**src/rtl/alu_sched.sv**
```systemverilog
//==============================================================================
// Module      : alu_sched
// Description : Two-port request scheduler in front of the shared 8-bit
//               combinational ALU. Arbitrates between port 0 (core execute
//               stage) and port 1 (auxiliary/test requester) with a
//               valid/ready handshake. Drives the ALU for exactly one cycle
//               per granted operation. Returns a registered, flag-masked
//               response on the granted port's response channel.
//
// Ports       : clk, reset_n               clock, async active-low reset
//               req_valid/req_ready [1:0]  per-port request handshake
//               req_op0/1, req_a0/1, req_b0/1  opcode and operands per port
//               rsp_valid/rsp_ready [1:0]  per-port response handshake
//               rsp_rslt, rsp_co/lt/z      shared registered result and flags
//               alu_op/a/b                 outputs to the ALU
//               alu_rslt/co/lt/z           inputs from the ALU
//               busy                       high whenever not IDLE
//
// Revision    : 1.0  initial release
//==============================================================================
`default_nettype none

package definitions;
    localparam logic [4:0] kADD = 5'h00;
    localparam logic [4:0] kSUB = 5'h01;
    localparam logic [4:0] kAND = 5'h02;
    localparam logic [4:0] kOR  = 5'h03;
    localparam logic [4:0] kXOR = 5'h04;
    localparam logic [4:0] kMOV = 5'h05;
    localparam logic [4:0] kCMP = 5'h06;
endpackage

module alu_sched
    import definitions::*;
#(
    parameter bit RR = 1'b1
) (
    input  logic       clk,
    input  logic       reset_n,

    input  logic [1:0] req_valid,
    input  logic [4:0] req_op0,
    input  logic [4:0] req_op1,
    input  logic [7:0] req_a0,
    input  logic [7:0] req_a1,
    input  logic [7:0] req_b0,
    input  logic [7:0] req_b1,
    output logic [1:0] req_ready,

    output logic [1:0] rsp_valid,
    input  logic [1:0] rsp_ready,
    output logic [7:0] rsp_rslt,
    output logic       rsp_co,
    output logic       rsp_lt,
    output logic       rsp_z,

    output logic [4:0] alu_op,
    output logic [7:0] alu_a,
    output logic [7:0] alu_b,
    input  logic [7:0] alu_rslt,
    input  logic       alu_co,
    input  logic       alu_lt,
    input  logic       alu_z,

    output logic       busy
);

    typedef enum logic [1:0] {
        ST_IDLE = 2'd0,
        ST_EXEC = 2'd1,
        ST_RESP = 2'd2
    } state_t;

    state_t     state_q, state_d;
    logic       last_grant_q, last_grant_d;
    logic       grant_q, grant_d;      // port id of the operation in flight
    logic [4:0] op_q, op_d;
    logic [7:0] a_q, a_d;
    logic [7:0] b_q, b_d;
    logic [7:0] rslt_q, rslt_d;
    logic       co_q, co_d;
    logic       lt_q, lt_d;
    logic       z_q, z_d;

    logic       win;                   // port that would be granted this cycle
    logic [1:0] ready;
    logic       accept;
    logic       rsp_hs;

    //--------------------------------------------------------------------------
    // Arbitration. Only meaningful when at least one request is valid; the
    // ready mask below removes the grant when the winner is not requesting.
    //--------------------------------------------------------------------------
    if (RR) begin : g_rr
        // Contention goes to the port that did not win last time; otherwise
        // the single requesting port wins.
        assign win = (&req_valid) ? ~last_grant_q : req_valid[1];
    end else begin : g_fixed
        assign win = ~req_valid[0];
    end

    // reset_n gating keeps req_ready low while reset is held, even with the
    // state register already sitting in IDLE.
    always_comb begin
        ready = 2'b00;
        if ((state_q == ST_IDLE) && reset_n) begin
            ready = req_valid & (win ? 2'b10 : 2'b01);
        end
    end

    assign accept = |ready;
    assign rsp_hs = (state_q == ST_RESP) && rsp_ready[grant_q];

    //--------------------------------------------------------------------------
    // Next-state logic
    //--------------------------------------------------------------------------
    always_comb begin
        state_d      = state_q;
        last_grant_d = last_grant_q;
        grant_d      = grant_q;
        op_d         = op_q;
        a_d          = a_q;
        b_d          = b_q;
        rslt_d       = rslt_q;
        co_d         = co_q;
        lt_d         = lt_q;
        z_d          = z_q;

        case (state_q)
            ST_IDLE: begin
                if (accept) begin
                    state_d      = ST_EXEC;
                    last_grant_d = win;
                    grant_d      = win;
                    op_d         = win ? req_op1 : req_op0;
                    a_d          = win ? req_a1  : req_a0;
                    b_d          = win ? req_b1  : req_b0;
                end
            end

            ST_EXEC: begin
                // Only the flags meaningful for the operation are passed on;
                // a compare reports through flags alone, so its result is zero.
                state_d = ST_RESP;
                rslt_d  = (op_q == kCMP) ? 8'h00 : alu_rslt;
                co_d    = (op_q == kADD) && alu_co;
                lt_d    = (op_q == kCMP) && alu_lt;
                z_d     = (op_q == kCMP) && alu_z;
            end

            ST_RESP: begin
                if (rsp_hs) begin
                    state_d = ST_IDLE;
                end
            end

            default: begin
                state_d = ST_IDLE;
            end
        endcase
    end

    //--------------------------------------------------------------------------
    // State registers
    //--------------------------------------------------------------------------
    always_ff @(posedge clk or negedge reset_n) begin
        if (!reset_n) begin
            state_q      <= ST_IDLE;
            last_grant_q <= 1'b1;          // port 0 wins the first contention
            grant_q      <= 1'b0;
            op_q         <= kMOV;
            a_q          <= 8'h00;
            b_q          <= 8'h00;
            rslt_q       <= 8'h00;
            co_q         <= 1'b0;
            lt_q         <= 1'b0;
            z_q          <= 1'b0;
        end else begin
            state_q      <= state_d;
            last_grant_q <= last_grant_d;
            grant_q      <= grant_d;
            op_q         <= op_d;
            a_q          <= a_d;
            b_q          <= b_d;
            rslt_q       <= rslt_d;
            co_q         <= co_d;
            lt_q         <= lt_d;
            z_q          <= z_d;
        end
    end

    //--------------------------------------------------------------------------
    // Outputs
    //--------------------------------------------------------------------------
    assign req_ready = ready;
    assign rsp_valid = (state_q == ST_RESP) ? (grant_q ? 2'b10 : 2'b01) : 2'b00;
    assign rsp_rslt  = rslt_q;
    assign rsp_co    = co_q;
    assign rsp_lt    = lt_q;
    assign rsp_z     = z_q;
    assign busy      = (state_q != ST_IDLE);

    // Outside EXEC the ALU sees a harmless MOV of zero.
    assign alu_op = (state_q == ST_EXEC) ? op_q : kMOV;
    assign alu_a  = (state_q == ST_EXEC) ? a_q  : 8'h00;
    assign alu_b  = (state_q == ST_EXEC) ? b_q  : 8'h00;

endmodule

`default_nettype wire

```
**config.mk**
```make
export PLATFORM = sky130hd
export DESIGN_NAME = alu_sched
export DESIGN_NICKNAME = d
export VERILOG_FILES = /design/src/rtl/alu_sched.sv
export SDC_FILE = /design/constraint.sdc
export NUM_CORES = 1
export LEC_CHECK = 0
export BUFFER_PORTS_ARGS = -buffer_cell sky130_fd_sc_hd__buf_2
export CAP_MARGIN = 10
export CORE_UTILIZATION = 40
export DETAILED_ROUTE_END_ITERATION = 6
export GPL_TIMING_DRIVEN = 1
export PLACE_DENSITY = 0.74
export SYNTH_ARGS = -nofsm -noshare
export SYNTH_HDL_FRONTEND = slang
export SYNTH_SLANG_ARGS = --single-unit
```
**constraint.sdc**
```tcl
create_clock -name clk -period 1.4 [get_ports clk]
set_input_delay 0.28 -clock clk [delete_from_list [all_inputs] [get_ports clk]]
set_output_delay 0.28 -clock clk [all_outputs]
set_load 0.005 [all_outputs]
```
# == After elaboration in Yosys (flattened, before gate mapping) ==
# Cells that the tools add are included.
# Widths: inputs -> output; s select.
# op_classes
n_lt_le_gt_ge,1
n_eq_ne,5
muxes,17
bitwise_logic,2
reduce_logical,12
# ops
op,count
$mux 8,5
$mux 2,6
$mux 5,2
$pmux 2 s3,1
$reduce_and 2->1,3
$eq 5x3->1 const B,1
$logic_and 1x1->1,5
$logic_not 5->1,1
$ne 2x2->1 const B,2
$mux 1,3
$and 2x2->2,1
$eq 2x1->1 const B,1
$eq 2x2->1 const B,1
$logic_not 2->1,1
$lt 1x2->1 const B,1
$reduce_bool 2->1,1
$reduce_or 2->1,1
$not 1->1,1
# word_totals
reg_bits,36
in_bits,59
output_inout_bits,37
elab_cells,47

# == Logic depth before layout (Yosys ltp) ==
# Gate-level depths: netlist of the first run.
# depth
depth_word,8
mapped_depth,4
ltp_nobuf,3

# == Least setup slack after synthesis of the first run ==
# OpenSTA, ideal clock, no wires.
# synth_path
kind,register to register
from,register last_grant_q
to,register b_q[4]
setup_time_ns,0.123
arrival_time_ns,1.311
required_ns,1.277
path_slack_ns,-0.034
stages_incl_launch_ff,5
n_path_buf,1
synth_period_minus_slack_ns,1.434
cell_sequence,dfstp_2 -> and2b_4 -> clkbuf_1 -> or3_1 -> o221a_2
# synth_via
elab_chain_cells,7
word_cells_on_any_way,8
classes_between,mux (4); bitwise (2); reduce/logical (2)
# synth_lines
element,line_no,source
"start, declared",75,"logic last_grant_q, last_grant_d;"
"start signal, assigned",180,last_grant_q <= last_grant_d;
$not 1->1 *,97,assign win = (&req_valid) ? ~last_grant_q : req_valid[1];
$mux 1 *,97,
$mux 2,107,ready = req_valid & (win ? 2'b10 : 2'b01);
$and 2x2->2,107,
$mux 2,106,if ((state_q == ST_IDLE) && reset_n) begin
$reduce_or 2->1,111,assign accept = |ready;
$reduce_and 2->1 (no line),n/a,
"end signal, assigned",173,b_q <= 8'h00;
"end signal, assigned",184,b_q <= b_d;
"end, declared",79,"logic [7:0] b_q, b_d;"
# Mark *: on every way between the ends. The rest lies on a longest branch, timed or not.
# A chain may end at the register's enable or synchronous reset.

# == Final worst setup path of the first run ==
# layout_path
from,register state_q[0]
to,output alu_b[4]
# layout_via
elab_chain_cells,2
# layout_lines
element,line_no,source
"start, declared",74,"state_t state_q, state_d;"
"start signal, assigned",179,state_q <= state_d;
$eq 2x1->1,206,assign alu_b = (state_q == ST_EXEC) ? b_q : 8'h00;
$mux 8,206,
"end, declared",59,"output logic [7:0] alu_b,"
# Every way passes these cells.

==> PnR_summary.wiki, run 1 <==
{| class="wikitable"
! Metric !! Value
|-
| Proportion of synthesized chip area in sequential cells || 49.5%
|-
| Final ANT Viol Nets || 0
|-
| Final routed wire length divided by cell count || around 17 microns
|-
| # clock sinks || 36
|-
| Switching power || 1.58 mW
|-
| Maximum frequency from static timing analysis || 0.600 GHz
|-
| Arrival time at the worst endpoint || between 1 and 1.5 ns
|-
| Number of warning messages in the yosys log || 0
|-
| Maximum buffer depth of the clock tree || 2
|-
| PnR Total Power || 4.88 mW
|-
| Setup skew after layout || 0.00802 ns
|-
| Switching part of the total power || 32.4%
|-
| Violated checks || setup timing
|-
| Most common cell after layout, fill and taps aside || sky130_fd_sc_hd__buf_2
|-
| Non-filler instance count after layout || 340
|-
| Total buffers and inverters traversed by the critical path || 2
|-
| Leading cell types by total area after synthesis || sky130_fd_sc_hd__dfrtp_1 (45%), sky130_fd_sc_hd__o221a_1 (9.2%), sky130_fd_sc_hd__or3_1 (7.2%), sky130_fd_sc_hd__and2_1 (6.5%), sky130_fd_sc_hd__nand2_1 (4.7%)
|-
| Via Count || ~1900
|-
| Estimated wirelength of the detail-placed design || around 3.3 mm
|-
| Post-synthesis instance total || around 170
|-
| Most used cells in the layout excluding fill and tap cells || sky130_fd_sc_hd__buf_2 (92), sky130_fd_sc_hd__dfrtp_1 (31), sky130_fd_sc_hd__nand2_1 (22)
|-
| Flop pwr share || 37.6%
|-
| Synth async-reset ratio || 100%
|-
| Detailed-route wire length || between 5 and 6 mm
|-
| Overall routing resource usage || 23.9%
|-
| Library cells used by synthesis || 28
|-
| Post-route clock period utilization || 119%
|-
| Maximum number of pins on one net before global-route repair || 27
|-
| Cell family with most CP delay || flip-flops
|-
| Number of synthesized register bits || 36
|-
| Number of maximum-capacitance constraint violations || 0
|-
| Grt total ovfl || 0
|-
| Clock-pin transition on the worst setup and hold timing paths || roughly 0.070 ns
|-
| Gate power share || 44.2%
|-
| Global-route wire length before repair || 8.82 mm
|-
| Run status || finished with violations
|-
| Depth of the CTS H-tree || 2
|-
| Setup repair after global routing missed its margin || yes
|-
| Cell at the slowest stage of the critical path || sky130_fd_sc_hd__dfrtp_2
|-
| Capturing element type of the critical path || output pin
|-
| Final-layout worst hold slack || 0.133 ns
|-
| Initial antenna violation count || 0
|-
| Area share of the leading cell type in the synthesized netlist || a little under half
|-
| Net total in the final layout || 346
|-
| Fraction of layout cells with a size suffix above 1 || around 56%
|-
| Cell type contributing the most total cell area after synthesis || sky130_fd_sc_hd__dfrtp_1
|-
| Area of the mapped netlist || between 0.0015 and 0.002 sq mm
|-
| Boundary pin count || 96
|-
| Row Count || 24
|-
| Number of diodes || 0
|-
| Cell-internal power || 3.30 mW
|-
| Relative area change from synthesis to final layout || 53.1%
|-
| Initial drt markers || 90
|-
| Initial cell density of the core || 41.7%
|-
| Placement-stage cell area || 0.00235 sq mm
|-
| Final instance area || 0.00280 sq mm
|-
| Type of the tightest min-delay check || input port to async pin
|-
| Max Transition Viols Final || 0
|-
| Standard cell core area || 0.00438 sq mm
|-
| Vertical extent of the die || 69.6 microns
|-
| Fin. Hold Viols || 0
|-
| Number of cells after detailed placement || 312
|-
| Kind of start point of the critical path || register
|-
| Horizontal die dimension || just under 70 microns
|-
| Post-detailed-route DRC marker count || 0
|-
| Final design utilization || a little under two thirds
|-
| Router iterations before antenna repair || 4
|-
| Die Footprint || 0.00484 sq mm
|-
| CTS tree || yes
|-
| Proportion of power drawn by the clock network || 18.2%
|-
| Power per Cell Area || 1750 mW/mm^2
|-
| Crit path time final || 1.67 ns
|-
| Maximum fanout along the worst path || 13
|-
| Actual transition at the worst max-transition pin || 0.337 ns
|-
| Cell-by-cell listing of the critical path || and2b_2 -> buf_6 -> and2_1 -> buf_2
|-
| Skew-Pair Late Insertion Delay || approximately 0.28 ns
|-
| Leakage power figure || 1.32 nW
|-
| Post-synth EDFFs || 0
|-
| Mean Syn Cell Area || 10.9 sq um
|-
| Clock root buffer || sky130_fd_sc_hd__clkbuf_8
|-
| Worst-case vdd ir drop || between 700 and 800 uV
|-
| Final worst-path setup slack || -0.266 ns
|-
| Ratio of routed vias to standard cells || between 5 and 6
|-
| CTS Buf Count || 5
|-
| Worst path required time || between 1 and 1.5 ns
|-
| Post-Place Setup Slack || -0.108 ns
|-
| Total setup violations reported at the end of the flow || 48
|-
| Post-synth net total || roughly 230
|-
| Top FF cell, synth || sky130_fd_sc_hd__dfrtp_1
|-
| WS Path Type || register to output pin
|-
| RD Place Congestion || ~0.75
|-
| Sum of negative setup slack || -8.51 ns
|-
| Rel. slew slack || between 70 and 80%
|-
| Maximum cell stage delay along the critical path || ~0.44 ns
|-
| Vias in the first global route || 1787
|-
| Number of port buffers || 95
|}
==> registers in the layout, indices dropped and copies added (netlist names) <==
name and count:
rsp_rslt 8, grant_q 1, last_grant_q 1, rsp_co 1, b_q 8, op_q 5, state_q 2, a_q 8
rsp_z 1, rsp_lt 1
==> cell families (layout without fill, tap and decap cells) <==
family | after synthesis | after routing | share of synthesized area, %
and+or+nand+nor | 80 | 85 | 26.4
DFF | 36 | 36 | 49.5
buffers and inverters | 15 | 128 | 5.62
AOI/OAI and AO/OA | 35 | 38 | 17.8
muxes | 1 | 1 | 0.616
==> power by group through the flow <==
stage	sequential, mW	clock (mW)	combinational [mW]
after CTS	1.82	0.900	2.00
after global routing	1.88	0.943	2.32
after global placement	1.81	0	1.56
final	1.83	0.889	2.16
after detailed placement	1.82	0	1.60
after floorplan	1.76	0	1.01
==> per-layer routing <==
| metal | part of all wire, % | global-route usage [%] |
|---|---|---|
| met1 | 41 | 31.1 |
| met5 | 0 | 0 |
| met4 | 2.5 | 9.98 |
| met3 | 7.3 | 5.67 |
| met2 | 49 | 38.2 |
==> layout make-up <==
type                            instances  area (sq um)
Clock buffer                            6          72.6
Timing Repair Buffer                  118           716
Sequential cell                        36           907
Fill cell                             356          1590
Inverter                                2          7.51
Clock inverter                          2          35.0
Multi-Input combinational cell        124           993
Tap cell                               52          65.1
==> worst paths after layout <==
| kind | from | to | slack (ns) | depth (start not counted) |
|---|---|---|---|---|
| setup / recovery | state_q[0]$_DFFE_PN0P_ | alu_b[4] | -0.27 | 4 |
| setup reg to reg | state_q[0]$_DFFE_PN0P_ | b_q[6]$_DFFE_PN0P_ | -0.18 | 5 |
| hold reg to reg | rsp_rslt[2]$_DFFE_PN0N_ | rsp_rslt[2]$_DFFE_PN0N_ | 0.48 | 2 |
| max in group asynchronous | reset_n | op_q[2]$_DFFE_PN1P_ | 0.88 | 2 |
| hold / removal | reset_n | a_q[2]$_DFFE_PN0P_ | 0.13 | 2 |
| min in group clk | alu_rslt[2] | rsp_rslt[2]$_DFFE_PN0N_ | 0.23 | 3 |
==> synth_stat cells, drive strengths merged (3+ instances only) <==
| cell | n |
|---|---|
| nand2 | 23 |
| o21ai | 11 |
| nand2b | 3 |
| clkbuf | 6 |
| and2 | 19 |
| dfrtp | 33 |
| or3 | 21 |
| nor2 | 3 |
| dfstp | 3 |
| buf | 7 |
| o221a | 21 |
==> what timing repair did <==
action | CTS | global route
endpoints found under the setup margin | 47 | 53
gates cloned | 9 | 0
pin swaps | 8 | 3
buffers inserted | 10 | 1
hold buffers | 0 | 0
gates resized for setup | 25 | 16
(Power assumes the default switching activity.)
==> run 2, diff against run 1 <==
--- a/config.mk
+++ b/config.mk
@@ -7,10 +7,10 @@
 export LEC_CHECK = 0
 export BUFFER_PORTS_ARGS = -buffer_cell sky130_fd_sc_hd__buf_2
 export CAP_MARGIN = 10
-export CORE_UTILIZATION = 40
+export CORE_UTILIZATION = 45
 export DETAILED_ROUTE_END_ITERATION = 6
 export GPL_TIMING_DRIVEN = 1
-export PLACE_DENSITY = 0.74
+export PLACE_DENSITY = 0.79
 export SYNTH_ARGS = -nofsm -noshare
 export SYNTH_HDL_FRONTEND = slang
 export SYNTH_SLANG_ARGS = --single-unit
==> constraint.sdc (replaced) <==
create_clock -name clk -period 1.77 [get_ports clk]
set_input_delay 0.354 -clock clk [delete_from_list [all_inputs] [get_ports clk]]
set_output_delay 0.354 -clock clk [all_outputs]
set_load 0.005 [all_outputs]
==> run 2 against run 1 <==
First-iteration DRC count is 2.2% higher. Sequential power down 20%. Wire length shrank 16%. Final cell count fell by 6.8%. The run now ends clean. Register-to-register slack improved by 0.42 ns. Die area shrank 11%. Non-clock buffer count shrank 12. Highest routed layer unchanged. Final area shrank 6.5%. Worst setup slack improved by 0.27 ns. Sequential cell count unchanged. Critical path type unchanged. Largest cell class is now flip-flops and latches.
==> PnR_summary.wiki, run 2 (same netlist as run 1, synthesis figures left out) <==
{| class="wikitable"
! Metric !! Value
|-
| Run status || complete, no violations (was finished with violations)
|-
| Via Count || 1676 (was 1863)
|-
| Switching power || 1.14 mW (was 1.58 mW)
|-
| Initial drt markers || 92 (was 90)
|-
| Worst-case vdd ir drop || 764 uV (was 784 uV)
|-
| # clock sinks || 36 (unchanged)
|-
| Flop pwr share || 41.6% (was 37.6%)
|-
| Worst r2r src || state_q[1]$_DFFE_PN0P_ (was state_q[0]$_DFFE_PN0P_)
|-
| Hold bufs inserted after CTS || 0 (unchanged)
|-
| Total setup violations reported at the end of the flow || 0 (was 48)
|-
| Post-route clock period utilization || 99.9%
|-
| Standard cell core area || 0.00377 sq mm (was 0.00438 sq mm)
|-
| Ratio of routed vias to standard cells || 5.29 (was 5.48)
|-
| Clock-pin transition on the worst setup and hold timing paths || 0.07 ns (about the same)
|-
| Horizontal die dimension || 65.7 microns (was 69.6 microns)
|-
| Worst path required time || 1.42 ns (was 1.12 ns)
|-
| Final routed wire length divided by cell count || 15.5 microns (was 17.1 microns)
|-
| Reg2reg end || a_q[3]$_DFFE_PN0P_ (was b_q[6]$_DFFE_PN0P_)
|-
| CTS Buf Count || 5 (unchanged)
|-
| RD Place Congestion || 0.820 (was 0.755)
|-
| WS Path Type || register to output pin (unchanged)
|-
| Depth of the CTS H-tree || 2 (unchanged)
|-
| Register-to-Register Path Depth || 3 (was 5)
|-
| Number of filler instances in the final layout || 287 (was 356)
|-
| Max Transition Viols Final || 0 (unchanged)
|-
| Cell-internal power || 2.39 mW (was 3.30 mW)
|-
| Initial antenna violation count || 0 (unchanged)
|-
| Final instance area || 0.00261 sq mm (was 0.00280 sq mm)
|-
| Number of port buffers || 95 (unchanged)
|-
| Most used cells in the layout excluding fill and tap cells || sky130_fd_sc_hd__buf_2 (78), sky130_fd_sc_hd__dfrtp_1 (31), sky130_fd_sc_hd__nand2_1 (23) (was sky130_fd_sc_hd__buf_2 (92), sky130_fd_sc_hd__dfrtp_1 (31), sky130_fd_sc_hd__nand2_1 (22))
|-
| Actual transition at the worst max-transition pin || 0.403 ns (was 0.337 ns)
|-
| Timing endpoint of the critical path || alu_b[1] (was alu_b[4])
|-
| Detailed-route wire length || 4.90 mm (was 5.81 mm)
|-
| CTS tree || yes (unchanged)
|-
| Kind of start point of the critical path || register (unchanged)
|-
| Number of cells after detailed placement || 304 (was 312)
|-
| Router iterations before antenna repair || 4 (unchanged)
|-
| Worst setup startpoint || state_q[1]$_DFFE_PN0P_ (was state_q[0]$_DFFE_PN0P_)
|-
| GRT met1 Usage || 30.6% (was 31.1%)
|-
| Gate power share || 42.9% (was 44.2%)
|-
| Number of maximum-capacitance constraint violations || 0 (unchanged)
|-
| Placement-stage cell area || 0.00232 sq mm (was 0.00235 sq mm)
|-
| Global-route wire length before repair || 7.48 mm (was 8.82 mm)
|-
| Clock root buffer || sky130_fd_sc_hd__clkbuf_8 (unchanged)
|-
| GRT busiest layer || met2 (unchanged)
|-
| Leakage power figure || 1.23 nW (was 1.32 nW)
|-
| Final ANT Viol Nets || 0 (unchanged)
|-
| Final-layout worst hold slack || 0.118 ns (was 0.133 ns)
|-
| Met2 track demand over resource || 37.6% (was 38.2%)
|-
| Vertical extent of the die || 65.7 microns (was 69.6 microns)
|-
| Maximum number of pins on one net before global-route repair || 24 (was 27)
|-
| Row Count || 22 (was 24)
|-
| Fraction of layout cells with a size suffix above 1 || 55.0% (was 55.6%)
|-
| Setup repair after global routing missed its margin || yes (unchanged)
|-
| Power per Cell Area || 1350 mW/mm^2 (was 1750 mW/mm^2)
|-
| Type of the tightest min-delay check || input port to async pin (unchanged)
|-
| Overall routing resource usage || 23.3% (was 23.9%)
|-
| R2R Setup Slk || 0.24 ns (was -0.18 ns)
|-
| Die Footprint || 0.00432 sq mm (was 0.00484 sq mm)
|-
| Vias in the first global route || 1579 (was 1787)
|-
| Rel. slew slack || 73.2% (was 77.5%)
|-
| Fin. Hold Viols || 0 (unchanged)
|-
| Switching part of the total power || 32.3% (was 32.4%)
|-
| Final design utilization || 69.3% (was 63.8%)
|-
| Proportion of power drawn by the clock network || 15.5% (was 18.2%)
|-
| Net total in the final layout || 327 (was 346)
|-
| Skew-Pair Late Insertion Delay || 0.29 ns (was 0.28 ns)
|-
| Arrival time at the worst endpoint || 1.41 ns (was 1.39 ns)
|-
| Non-filler instance count after layout || 317 (was 340)
|-
| Global routing met3 resource utilization || 4.86% (was 5.67%)
|-
| Maximum fanout along the worst path || 7 (was 13)
|-
| Relative area change from synthesis to final layout || 43.1% (was 53.1%)
|-
| Estimated wirelength of the detail-placed design || 3.39 mm (was 3.29 mm)
|-
| Crit path time final || 1.77 ns
|-
| Number of diodes || 0 (unchanged)
|-
| Grt total ovfl || 0 (unchanged)
|-
| Maximum frequency from static timing analysis || 0.565 GHz
|-
| Setup skew after layout || 0.00599 ns (was 0.00802 ns)
|-
| Boundary pin count || 96 (unchanged)
|-
| Post-detailed-route DRC marker count || 0 (unchanged)
|-
| Most common cell after layout, fill and taps aside || sky130_fd_sc_hd__buf_2 (unchanged)
|-
| Capturing element type of the critical path || output pin (unchanged)
|-
| Maximum buffer depth of the clock tree || 2 (unchanged)
|-
| Initial cell density of the core || 48.4% (was 41.7%)
|}
## run 2: metrics by stage
step / setup WS [ns] / setup TNS, ns / power, mW
final: 0.00157 / 0 / 3.54
after global routing: -0.0498 / -0.622 / 3.78
after CTS: 0.000595 / 0 / 3.27
after detailed placement: 0.200 / 0 / 2.68
after global placement: 0.253 / 0 / 2.64
after floorplan: 0.336 / 0 / 2.18
## run 2: critical path, stage by stage, from the launching register on
cell and delay [ns]:
sky130_fd_sc_hd__dfrtp_2 0.45, sky130_fd_sc_hd__and2b_2 0.30, sky130_fd_sc_hd__buf_6 0.14, sky130_fd_sc_hd__and2_4 0.14
sky130_fd_sc_hd__buf_6 0.10
## run 2: layer usage
metal  share of wire, %  wire (microns)
met1                 44            2170
met2                 48            2340
met3                5.9             289
met4                2.1             103
met5                  0               0
## run 2: worst min-delay path by stage
stage | from | to | slack [ns] | cells after the start
2_1_floorplan | reset_n | a_q[0]$_DFFE_PN0P_ | 0.06 | 0
3_3_place_gp | reset_n | grant_q$_DFFE_PN0P_ | 0.39 | 2
3_5_place_dp | reset_n | state_q[1]$_DFFE_PN0P_ | 0.39 | 2
4_1_cts | reset_n | b_q[5]$_DFFE_PN0P_ | 0.10 | 2
5_1_grt | reset_n | b_q[6]$_DFFE_PN0P_ | 0.12 | 2
6_report | reset_n | b_q[4]$_DFFE_PN0P_ | 0.12 | 2
## run 2: layout make-up
cell class                 count  area (sq um)  area share (%)
inverter                       2          7.51           0.287
tap                           48          60.1            2.30
sequential                    36           907            34.7
multi-input combinational    117           880            33.7
clock buffer                   8          80.1            3.06
timing repair buffer         106           679            26.0
## run 2: what timing repair did
| action | in CTS | in global routing |
|---|---|---|
| setup endpoints to repair | 18 | 20 |
| gates cloned | 1 | 1 |
| pin swaps | 1 | 14 |
| gates resized for setup | 4 | 38 |
| buffers inserted | 1 | 2 |
| endpoints found under the hold margin | 0 | 0 |
## run 2: power groups by stage
| stage | clock (mW) | sequential [mW] | combinational (mW) |
|---|---|---|---|
| 5_1_grt | 0.595 | 1.51 | 1.67 |
| 3_5_place_dp | 0 | 1.45 | 1.23 |
| 3_3_place_gp | 0 | 1.45 | 1.19 |
| 4_1_cts | 0.566 | 1.45 | 1.25 |
| 6_report | 0.547 | 1.47 | 1.52 |
| 2_1_floorplan | 0 | 1.39 | 0.789 |
==> run 3, diff against run 2 <==
--- a/config.mk
+++ b/config.mk
@@ -7,10 +7,14 @@
 export LEC_CHECK = 0
 export BUFFER_PORTS_ARGS = -buffer_cell sky130_fd_sc_hd__buf_2
 export CAP_MARGIN = 10
-export CORE_UTILIZATION = 45
+export CELL_PAD_IN_SITES_DETAIL_PLACEMENT = 0
+export CELL_PAD_IN_SITES_GLOBAL_PLACEMENT = 1
+export CORE_MARGIN = 4
+export CORE_UTILIZATION = 34
+export CTS_BUF_LIST = sky130_fd_sc_hd__clkbuf_8
 export DETAILED_ROUTE_END_ITERATION = 6
 export GPL_TIMING_DRIVEN = 1
-export PLACE_DENSITY = 0.79
+export PLACE_DENSITY = 0.81
 export SYNTH_ARGS = -nofsm -noshare
 export SYNTH_HDL_FRONTEND = slang
 export SYNTH_SLANG_ARGS = --single-unit
==> run 3 against run 2 <==
First-iteration DRC count fell by 59%. Fmax increased by 1.5%. Final cell count grew 8.2%. Clock skew shrank 0.00062 ns. Sequential share of layout area decreased by 0.29 points. Critical path depth stayed put. Combinational power is 4% lower. Count of clock-buffer cells in the layout down 3. Final area is 0.72% higher.
==> PnR_summary.wiki, run 3 (same netlist as run 1, synthesis figures left out) <==
{| class="wikitable"
! Metric !! Value
|-
| PnR Total Power || 3.60 mW (was 3.54 mW)
|-
| Final design utilization || 50.9% (was 69.3%)
|-
| # clock sinks || 36 (unchanged)
|-
| Final-layout worst hold slack || 0.0883 ns (was 0.118 ns)
|-
| Cell-internal power || 2.46 mW (was 2.39 mW)
|-
| Depth of the CTS H-tree || 2 (unchanged)
|-
| Worst-case vdd ir drop || 468 uV (was 764 uV)
|-
| Arrival time at the worst endpoint || 1.39 ns (was 1.41 ns)
|-
| Grt total ovfl || 0 (unchanged)
|-
| Crit path time final || 1.74 ns (was 1.77 ns)
|-
| CTS tree || yes (unchanged)
|-
| Post-detailed-route DRC marker count || 0 (unchanged)
|-
| Die Footprint || 0.00661 sq mm (was 0.00432 sq mm)
|-
| Fraction of layout cells with a size suffix above 1 || 52.4% (was 55.0%)
|-
| Switching power || 1.14 mW (about the same)
|-
| Initial cell density of the core || 35.3% (was 48.4%)
|-
| Maximum number of pins on one net before global-route repair || 30 (was 24)
|-
| Non-filler instance count after layout || 343 (was 317)
|-
| Initial drt markers || 38 (was 92)
|-
| Net total in the final layout || 331 (was 327)
|-
| Initial antenna violation count || 0 (unchanged)
|-
| Post-Place Setup Slack || 0.217 ns (was 0.200 ns)
|-
| Vias in the first global route || 1750 (was 1579)
|-
| Final ANT Viol Nets || 0 (unchanged)
|-
| Number of diodes || 0 (unchanged)
|-
| Global-route wire length before repair || 8.27 mm (was 7.48 mm)
|-
| Skew-Pair Late Insertion Delay || 0.29 ns (about the same)
|-
| Power per Cell Area || 1370 mW/mm^2 (was 1350 mW/mm^2)
|-
| Multi-input gate area || 856 sq um (was 880 sq um)
|-
| Number of filler instances in the final layout || 504 (was 287)
|-
| Clock root buffer || sky130_fd_sc_hd__clkbuf_8 (unchanged)
|-
| Rel. slew slack || 70.3% (was 73.2%)
|-
| Gate power share || 40.7% (was 42.9%)
|-
| Vertical extent of the die || 81.3 microns (was 65.7 microns)
|-
| Ratio of routed vias to standard cells || 4.88 (was 5.29)
|-
| Setup skew after layout || 0.00537 ns (was 0.00599 ns)
|-
| Proportion of power drawn by the clock network || 19.6% (was 15.5%)
|-
| Final worst-path setup slack || 0.0271 ns (was 0.00157 ns)
|-
| Worst path required time || 1.42 ns (about the same)
|-
| Type of the tightest min-delay check || input port to async pin (unchanged)
|-
| Router iterations before antenna repair || 4 (unchanged)
|-
| Standard cell core area || 0.00517 sq mm (was 0.00377 sq mm)
|-
| Post-route clock period utilization || 98.5% (was 99.9%)
|-
| Boundary pin count || 96 (unchanged)
|-
| Run status || complete, no violations (unchanged)
|-
| Maximum buffer depth of the clock tree || 2 (unchanged)
|-
| R2R Setup Slk || 0.11 ns (was 0.24 ns)
|-
| Number of cells after detailed placement || 325 (was 304)
|-
| CTS Buf Count || 5 (unchanged)
|-
| Horizontal die dimension || 81.3 microns (was 65.7 microns)
|-
| Total setup violations reported at the end of the flow || 0 (unchanged)
|-
| Number of maximum-capacitance constraint violations || 0 (unchanged)
|-
| Most used cells in the layout excluding fill and tap cells || sky130_fd_sc_hd__buf_2 (90), sky130_fd_sc_hd__dfrtp_1 (32), sky130_fd_sc_hd__nand2_1 (23) (was sky130_fd_sc_hd__buf_2 (78), sky130_fd_sc_hd__dfrtp_1 (31), sky130_fd_sc_hd__nand2_1 (23))
|-
| Maximum fanout along the worst path || 6 (was 7)
|-
| Fin. Hold Viols || 0 (unchanged)
|-
| Clock-pin transition on the worst setup and hold timing paths || 0.07 ns (about the same)
|-
| Actual transition at the worst max-transition pin || 0.445 ns (was 0.403 ns)
|-
| Estimated wirelength of the detail-placed design || 3.69 mm (was 3.39 mm)
|-
| Capturing element type of the critical path || output pin (unchanged)
|-
| Sequential cell area || 906 sq um (was 907 sq um)
|-
| Kind of start point of the critical path || register (unchanged)
|-
| Max Transition Viols Final || 0 (unchanged)
|-
| Most common cell after layout, fill and taps aside || sky130_fd_sc_hd__buf_2 (unchanged)
|-
| Switching part of the total power || 31.6% (was 32.3%)
|-
| Overall routing resource usage || 16.7% (was 23.3%)
|-
| RD Place Congestion || 0.717 (was 0.820)
|-
| Setup repair after global routing missed its margin || yes (unchanged)
|-
| Maximum frequency from static timing analysis || 0.574 GHz (was 0.565 GHz)
|-
| Row Count || 26 (was 22)
|-
| Number of port buffers || 95 (unchanged)
|-
| Relative area change from synthesis to final layout || 44.1% (was 43.1%)
|-
| Leakage power figure || 1.26 nW (was 1.23 nW)
|-
| WS Path Type || register to output pin (unchanged)
|-
| Detailed-route wire length || 5.25 mm (was 4.90 mm)
|-
| Flop pwr share || 39.7% (was 41.6%)
|-
| Via Count || 1673 (was 1676)
|-
| Final routed wire length divided by cell count || 15.3 microns (was 15.5 microns)
|}
-- run 3: final timing paths --
path                                                end                     from  cells after the start
worst max-delay path                           alu_a[3]   state_q[0]$_DFFE_PN0P_                      4
worst min-delay path                 b_q[6]$_DFFE_PN0P_                  reset_n                      2
worst max register to register       b_q[1]$_DFFE_PN0P_   state_q[1]$_DFFE_PN0P_                      4
worst min register to register  rsp_rslt[2]$_DFFE_PN0N_  rsp_rslt[2]$_DFFE_PN0N_                      2
max in group asynchronous           op_q[0]$_DFFE_PN1P_                  reset_n                      2
min in group clk                rsp_rslt[2]$_DFFE_PN0N_              alu_rslt[2]                      3
-- run 3: cell type report --
class,instances,share of cell area [%]
timing repair buffer,110,25.4
multi-input combinational,117,32.5
inverter,2,0.285
sequential,36,34.4
clock buffer,5,2.61
tap,70,3.33
clock inverter,3,1.47
-- run 3: what timing repair did --
item | 4_1_cts | 5_1_grt
buffers inserted | 2 | 6
pin swaps | 2 | 7
resized for setup | 5 | 12
hold buffers | 0 | 0
cloned | 2 | 0
endpoints found under the setup margin | 19 | 19
-- run 3: layer usage --
metal	vias to the layer above	wire length [microns]	track usage (%)
li1	818	-	-
met1	792	2350	20.8
met2	57	2420	27.9
met3	6	422	5.21
met4	0	57	4.56
met5	-	0	0
-- run 3: worst max-delay path, stage by stage, from the launching register on --
cell	delay [ns]
sky130_fd_sc_hd__dfrtp_2	0.45
sky130_fd_sc_hd__and2b_4	0.23
sky130_fd_sc_hd__buf_4	0.15
sky130_fd_sc_hd__and2_1	0.15
sky130_fd_sc_hd__buf_2	0.12
-- run 3: power by group through the flow --
stage	clock, mW	sequential, mW	combinational, mW
2_1_floorplan	0	1.39	0.789
3_3_place_gp	0	1.43	1.26
3_5_place_dp	0	1.44	1.28
4_1_cts	0.725	1.43	1.38
5_1_grt	0.767	1.48	1.64
6_report	0.707	1.43	1.46
-- run 3: through the flow --
step,instance area (sq um),TNS [ns]
after CTS,2540,-0.00832
after global placement,2360,0
after detailed placement,2360,0
after global routing,2630,-0.466
after floorplan,1830,0
final,2630,0
